===== src/rtl/risc_pkg.sv =====
// Shared RISC pipeline definitions: datapath widths, ALU function codes and the
// decode-to-execute entry layout used by ex_issue.
package risc_pkg;

  localparam int XLEN   = 32;
  localparam int REG_AW = 5;

  typedef logic [REG_AW-1:0] reg_idx_t;
  typedef logic [XLEN-1:0]   xlen_t;

  localparam logic [3:0] ALU_ADD  = 4'h0;
  localparam logic [3:0] ALU_SUB  = 4'h8;
  localparam logic [3:0] ALU_SLL  = 4'h1;
  localparam logic [3:0] ALU_SLT  = 4'h2;
  localparam logic [3:0] ALU_SLTU = 4'h3;
  localparam logic [3:0] ALU_XOR  = 4'h4;
  localparam logic [3:0] ALU_SRL  = 4'h5;
  localparam logic [3:0] ALU_SRA  = 4'hD;
  localparam logic [3:0] ALU_OR   = 4'h6;
  localparam logic [3:0] ALU_AND  = 4'h7;

  // Resolved source values are kept rather than a/b so a stalled entry can refresh them.
  typedef struct packed {
    xlen_t      pc;
    reg_idx_t   rs1_idx;
    reg_idx_t   rs2_idx;
    xlen_t      rs1;
    xlen_t      rs2;
    xlen_t      imm;
    logic       a_sel_pc;
    logic       b_sel_imm;
    logic [3:0] funct;
    reg_idx_t   rd;
    logic       we;
  } issue_entry_t;

endpackage


===== src/rtl/fwd_sel.sv =====
// Per-source operand bypass: picks MEM, then WB, then the register-file value.
// Bypassing exists only when EX_ISSUE_FWD_EN is defined; otherwise rf_val passes through.
module fwd_sel
  import risc_pkg::*;
(
  input  logic [REG_AW-1:0] idx,
  input  logic [XLEN-1:0]   rf_val,
  input  logic              mem_we,
  input  logic [REG_AW-1:0] mem_rd,
  input  logic [XLEN-1:0]   mem_val,
  input  logic              wb_we,
  input  logic [REG_AW-1:0] wb_rd,
  input  logic [XLEN-1:0]   wb_val,
  output logic [XLEN-1:0]   val
);

`ifdef EX_ISSUE_FWD_EN
  // x0 is hardwired, so a write targeting it must never be bypassed.
  always_comb begin
    val = rf_val;
    if (mem_we && (mem_rd == idx) && (idx != '0)) begin
      val = mem_val;
    end else if (wb_we && (wb_rd == idx) && (idx != '0)) begin
      val = wb_val;
    end
  end
`else
  logic unused_fwd;

  assign val        = rf_val;
  assign unused_fwd = ^{idx, mem_we, mem_rd, mem_val, wb_we, wb_rd, wb_val};
`endif

endmodule


===== src/rtl/ex_issue.sv =====
// Decode-to-execute pipeline register feeding the ALU: one-entry skid-free stage
// with operand select and MEM/WB forwarding (enabled by EX_ISSUE_FWD_EN).
module ex_issue
  import risc_pkg::*;
(
  input  logic              clk,
  input  logic              rst,
  input  logic              in_valid,
  output logic              in_ready,
  input  logic [XLEN-1:0]   in_pc,
  input  logic [REG_AW-1:0] in_rs1_idx,
  input  logic [REG_AW-1:0] in_rs2_idx,
  input  logic [XLEN-1:0]   in_rs1_val,
  input  logic [XLEN-1:0]   in_rs2_val,
  input  logic [XLEN-1:0]   in_imm,
  input  logic              in_a_sel_pc,
  input  logic              in_b_sel_imm,
  input  logic [3:0]        in_funct,
  input  logic [REG_AW-1:0] in_rd,
  input  logic              in_we,
  input  logic              flush,
  input  logic              mem_we,
  input  logic [REG_AW-1:0] mem_rd,
  input  logic [XLEN-1:0]   mem_val,
  input  logic              wb_we,
  input  logic [REG_AW-1:0] wb_rd,
  input  logic [XLEN-1:0]   wb_val,
  output logic              out_valid,
  input  logic              out_ready,
  output logic [XLEN-1:0]   alu_a,
  output logic [XLEN-1:0]   alu_b,
  output logic [3:0]        alu_funct,
  output logic [XLEN-1:0]   out_rs2_val,
  output logic [REG_AW-1:0] out_rd,
  output logic              out_we,
  output logic [XLEN-1:0]   out_pc
);

  logic         valid_q, valid_d;
  issue_entry_t entry_q, entry_d;
  logic [XLEN-1:0] rs1_fwd, rs2_fwd;
  logic         load;

  fwd_sel u_fwd_rs1 (
    .idx     (in_rs1_idx),
    .rf_val  (in_rs1_val),
    .mem_we  (mem_we),
    .mem_rd  (mem_rd),
    .mem_val (mem_val),
    .wb_we   (wb_we),
    .wb_rd   (wb_rd),
    .wb_val  (wb_val),
    .val     (rs1_fwd)
  );

  fwd_sel u_fwd_rs2 (
    .idx     (in_rs2_idx),
    .rf_val  (in_rs2_val),
    .mem_we  (mem_we),
    .mem_rd  (mem_rd),
    .mem_val (mem_val),
    .wb_we   (wb_we),
    .wb_rd   (wb_rd),
    .wb_val  (wb_val),
    .val     (rs2_fwd)
  );

  assign in_ready = !valid_q || out_ready;
  assign load     = in_valid && in_ready && !flush;

  // Flush beats load; a held entry picks up WB writes that retire during the stall.
  always_comb begin
    valid_d = valid_q;
    entry_d = entry_q;
    if (flush) begin
      valid_d = 1'b0;
    end else if (load) begin
      valid_d           = 1'b1;
      entry_d.pc        = in_pc;
      entry_d.rs1_idx   = in_rs1_idx;
      entry_d.rs2_idx   = in_rs2_idx;
      entry_d.rs1       = rs1_fwd;
      entry_d.rs2       = rs2_fwd;
      entry_d.imm       = in_imm;
      entry_d.a_sel_pc  = in_a_sel_pc;
      entry_d.b_sel_imm = in_b_sel_imm;
      entry_d.funct     = in_funct;
      entry_d.rd        = in_rd;
      entry_d.we        = in_we;
    end else if (valid_q && out_ready) begin
      valid_d = 1'b0;
`ifdef EX_ISSUE_FWD_EN
    end else if (valid_q && wb_we && (wb_rd != '0)) begin
      if (wb_rd == entry_q.rs1_idx) entry_d.rs1 = wb_val;
      if (wb_rd == entry_q.rs2_idx) entry_d.rs2 = wb_val;
`endif
    end
  end

  always_ff @(posedge clk) begin
    if (rst) begin
      valid_q <= 1'b0;
      entry_q <= '0;
    end else begin
      valid_q <= valid_d;
      entry_q <= entry_d;
    end
  end

`ifndef EX_ISSUE_FWD_EN
  logic unused_idx;
  assign unused_idx = ^{entry_q.rs1_idx, entry_q.rs2_idx};
`endif

  assign out_valid   = valid_q;
  assign alu_a       = entry_q.a_sel_pc  ? entry_q.pc  : entry_q.rs1;
  assign alu_b       = entry_q.b_sel_imm ? entry_q.imm : entry_q.rs2;
  assign alu_funct   = entry_q.funct;
  assign out_rs2_val = entry_q.rs2;
  assign out_rd      = entry_q.rd;
  assign out_we      = valid_q && entry_q.we;
  assign out_pc      = entry_q.pc;

endmodule


===== config.mk =====
export PLATFORM = sky130hd
export DESIGN_NAME = ex_issue
export DESIGN_NICKNAME = d
export VERILOG_FILES = /design/src/rtl/risc_pkg.sv /design/src/rtl/fwd_sel.sv /design/src/rtl/ex_issue.sv
export SDC_FILE = /design/constraint.sdc
export NUM_CORES = 1
export LEC_CHECK = 0
export ABC_AREA = 1
export BUFFER_PORTS_ARGS = -buffer_cell sky130_fd_sc_hd__buf_2
export CAP_MARGIN = 0
export CELL_PAD_IN_SITES_DETAIL_PLACEMENT = 0
export CELL_PAD_IN_SITES_GLOBAL_PLACEMENT = 1
export CORE_UTILIZATION = 25
export CTS_CLUSTER_DIAMETER = 30
export CTS_CLUSTER_SIZE = 16
export DETAILED_ROUTE_END_ITERATION = 8
export GPL_TIMING_DRIVEN = 0
export PLACE_DENSITY = 0.73
export SYNTH_ARGS = -nofsm -noshare
export SYNTH_HDL_FRONTEND = slang
export SYNTH_SLANG_ARGS = --single-unit

===== constraint.sdc =====
create_clock -name clk -period 2.9 [get_ports clk]
set_clock_uncertainty 0.15 [all_clocks]
set_input_delay 0.29 -clock clk [delete_from_list [all_inputs] [get_ports clk]]
set_output_delay 0.29 -clock clk [all_outputs]
set_load 0.01 [all_outputs]

Yosys cells after proc, flatten, opt, wreduce, memory -nomap -nowiden
Index checks and enable logic that the tools add are counted.
W data, S select, Z words.
{"block": "word_totals", "ff_bits": 141, "inputBits": 231, "output_inout_bits": 140, "word_cells": 25}
{"block": "op_classes", "mux": 4, "bitwise": 1, "reduce_logical": 10}
{"operator": "$mux W32", "count": 2}
{"operator": "$logic_and A1 B1 Y1", "count": 4}
{"operator": "$logic_not A1 Y1", "count": 2}
{"operator": "$mux W1", "count": 2}
{"operator": "$reduce_and A2 Y1", "count": 1}
{"operator": "$reduce_bool A2 Y1", "count": 1}
{"operator": "$reduce_or A2 Y1", "count": 1}
{"operator": "$logic_or A1 B1 Y1", "count": 1}
{"operator": "$not A1 Y1", "count": 1}

Depth between registers and ports, before layout
{"block": "logic_depth", "word_depth": 5, "ltp_mapped": 7, "ltp_nobuf": 5}

By module
From an unflattened synthesis, not the netlist that was laid out.
{"block": "unflattened", "hier_cells": 1135, "area_unflattened_um2": 8017.7}
{"mod": "ex_issue", "instances": 1, "cells_per_inst": 1071, "area_per_inst_um2": 7537.2, "seq_area_each_um2": 2822.7}
{"mod": "fwd_sel", "instances": 2, "cells_per_inst": 32, "area_per_inst_um2": 240.2, "seq_area_each_um2": 0.0}

Least setup slack after synthesis
Ideal clock, no wire load.
{"block": "synth_timing", "path_type": "reg2out", "startpoint": "reg entry_q[11] (netlist name)", "endpoint": "out alu_a[10]", "t_arrival_ns": 1.083, "required_ns": 2.460, "setup_slack_ns": 1.377, "path_stages_with_launch": 4, "n_path_buf": 2, "path_cell_list": "dfxtp_1 > clkbuf_1 > buf_2 > mux2_2"}
{"block": "synth_between", "elab_chain_len": 1}
{"item": "start: declaration", "line": "ex_issue.sv:40", "rtl": "issue_entry_t entry_q, entry_d;"}
{"item": "start signal: assignment", "line": "ex_issue.sv:106", "rtl": "entry_q <= entry_d;"}
{"item": "$mux W32", "line": "ex_issue.sv:116", "rtl": "assign alu_a = entry_q.a_sel_pc ? entry_q.pc : entry_q.rs1;"}
{"item": "end: declaration", "line": "ex_issue.sv:30", "rtl": "output logic [XLEN-1:0] alu_a,"}
Every way passes these cells.

Final worst setup path
{"block": "layout_timing", "startpoint": "reg entry_q[11] (netlist name)", "endpoint": "out alu_a[9]"}
Same word-level chain as after synthesis.

==> run metrics <==
Critical Path AT=2.05 ns; ANT cells=0; reg2reg path depth=6; WL final=~26,000 um; # setup viols final=0; initial antenna violation count=1; Psw=between 1.5 and 2 mW; # rows=between 60 and 70; initial core utilization=between 20% and 30%; sw frac=28.4%; fraction of layout cells with a size suffix above 1=approximately 37%; met3 GRT Util=between 4 and 5%; GR met2 Demand/Resource=a little under 30%; Net Count, Synth=1,302; Syn Std Cell Area=0.00755 mm^2; DRC Markers=0; post-synthesis mux area share=9.54%; Synth Area in Adders=0%; vias in the first global route=7,276; largest family of logic cells by synthesized area=simple AND/OR/NAND/NOR gates; die width=176 um; Synth warnings=0; WS Path Type=flip-flop to primary output; Die H=176 um; grt ovf=0; crit start category=flip-flop; final period utilization=85.9%; total track usage=16.9%; Worst R2R End=entry_q[76]; Worst Hold Path Cells=5; area delta synth->final=33.6%; Hold Path End=out_rs2_val[12]; Hold WC Path Type=input pin to flip-flop; Worst Slack Setup Final=0.410 ns; Clock transition at path regs=0.07 ns; first-pass GRT wire length=40,300 um; status=complete, no violations; Worst EP required=about 2.5 ns; fin crit period=2.49 ns; Avg Cell Area, Syn=7.05 um^2; GRT busiest layer=met2; critical hold path startpoint=in_rs2_val[12]; Placeable Area=0.0297 mm^2; ANT nets after route=0; Layout Nets=1,607; GP Congestion=0.831; Peak VDD IR=306 uV; die area=0.0309 mm^2; Reg-to-Reg Start=out_valid; CTS Sinks=approximately 140; simple-gate share of the synthesized area=23.5%; crit-path max FO=10; Slew HR=64.5%; Pint=a little under 4 mW; largest net degree at the start of global routing=17; DRT Pass-1 Iters=4; detailed router's first-iteration violation count=289; Seq pwr share=39.3%; clk buf depth=2; htree depth=4; complex-gate fraction of the synthesized area=9.34%; DR vias/cell=4.27; FMAX=0.402 GHz; maxcap violations=0; combinational power share=18.4%; TritonCTS clock tree=yes; I/O pin total=371; Synth Instances=roughly 1.1k; pre-CTS setup slack=0.788 ns; Setup TNS=0 ns; wire per inst=14.7 um; Clock Latency Late Sink=0.40 ns; met1 Use GR=between 20% and 30%; DR vias=7,591; Setup crit end kind=primary output; leading cell type in the layout, fill and taps excluded=buf_2; worst slew pin tran=roughly 0.53 ns; register area share after synthesis=between 30% and 40%; Cell Pwr Density=546 mW/mm^2; final hold vios=0; post-synth cell types=15; hpwl dp=19,700 um; Pins Over Slew Limit=0; CTS root buf=clkbuf_16; Inserted Clock Buffers=17; Buffers on Ports=284; leakage power total=5.57 nW; commonest cells after routing, fill and taps aside=329 x buf_2, 142 x nand2_1, 142 x inv_1, 141 x a21oi_1, 141 x dfxtp_1; xor and xnor area share after synthesis=0%; register bit count reported by yosys=141; unrepaired setup endpoints after global routing=false; Clk pwr share=between 40% and 50%; R2R Setup Slk=~1.2 ns
[registers in the layout, indices dropped and copies added, names as in the netlist]
| signal | count |
|---|---|
| out_pc | 32 |
| out_rd | 5 |
| out_rs2_val | 32 |
| out_valid | 1 |
| entry_q | 67 |
| alu_funct | 4 |
[worst max path at each step]
| stage | startpoint | endpoint | slack [ns] | depth (start not counted) |
|---|---|---|---|---|
| finish | entry_q[11] | alu_a[9] | 0.41 | 4 |
| CTS | entry_q[10] | alu_b[0] | 0.30 | 4 |
| detailed placement | entry_q[10] | alu_b[0] | 0.79 | 4 |
| floorplan | entry_q[11] | alu_a[10] | 1.38 | 3 |
| global route | entry_q[10] | alu_b[0] | 0.23 | 4 |
| global placement | entry_q[10] | alu_b[0] | 0.77 | 4 |
[timing repair]
item / 4_1_cts / 5_1_grt
hold buffers: 2 / 0
gates resized for setup: 0 / 0
setup buffers: 0 / 0
hold endpoints to repair: 1 / 0
[area by class of cell]
cell class / instances / area (um^2)
Inverter: 144 / 541
Sequential cell: 141 / 2820
Timing Repair Buffer: 286 / 1440
Buffer: 157 / 987
Multi-Input combinational cell: 629 / 3200
Clock buffer: 20 / 447
Tap cell: 390 / 488
Clock inverter: 12 / 161
Fill cell: 3341 / 19600
[metrics by stage]
stage / std cells / total power [mW] / cell area [um^2] / hold slack, ns / utilization (%)
3_3_place_gp: 1745 / 3.24 / 9460 / 0.307 / 31.8
6_report: 1779 / 5.51 / 10100 / 0.0311 / 34.0
4_1_cts: 1779 / 5.60 / 10100 / 0.00792 / 34.0
2_1_floorplan: 1071 / 2.82 / 7550 / 0.217 / -
3_5_place_dp: 1745 / 3.24 / 9460 / 0.317 / 31.8
5_1_grt: 1779 / 5.79 / 10100 / 0.0352 / 34.0
[synthesized netlist by cell type]
cell      number  area, um^2
a21oi_1      141         706
buf_1          5        18.8
buf_2         45         225
buf_4         91         683
clkbuf_1      16        60.1
clkinv_1       1        3.75
dfxtp_1      141        2820
inv_1        142         533
inv_2          1        3.75
mux2_2        64         721
nand2_1      142         533
nand3_1      140         701
nor2_1       140         526
nor2_4         1        11.3
nor3_1         1        5.00
[kinds of logic (layout without fill, tap and decap cells)]
family	count (synthesis)	in the layout
DFF	141	141
buffers and inverters	301	619
AOI/OAI and AO/OA	141	141
and+or+nand+nor	424	424
muxes	64	64
[power by group through the flow]
stage          Clock, mW  Sequential, mW  Combinational (mW)
2_1_floorplan          0            2.17               0.654
3_3_place_gp           0            2.21                1.02
3_5_place_dp           0            2.21                1.02
4_1_cts             2.40            2.17                1.03
5_1_grt             2.47            2.18                1.13
6_report            2.33            2.17                1.02
[metal layers]
metal,vias up,part of all wire [%]
li1,3918,-
met1,3439,45
met2,224,48
met3,10,6.4
met4,0,0.52
met5,-,0
[critical path, stage by stage, from the launching register on]
cell and delay, ns:
dfxtp_1 0.31, clkbuf_1 0.40, buf_2 0.40, mux2_2 0.39
buf_2 0.14
(Power assumes the default switching activity.)
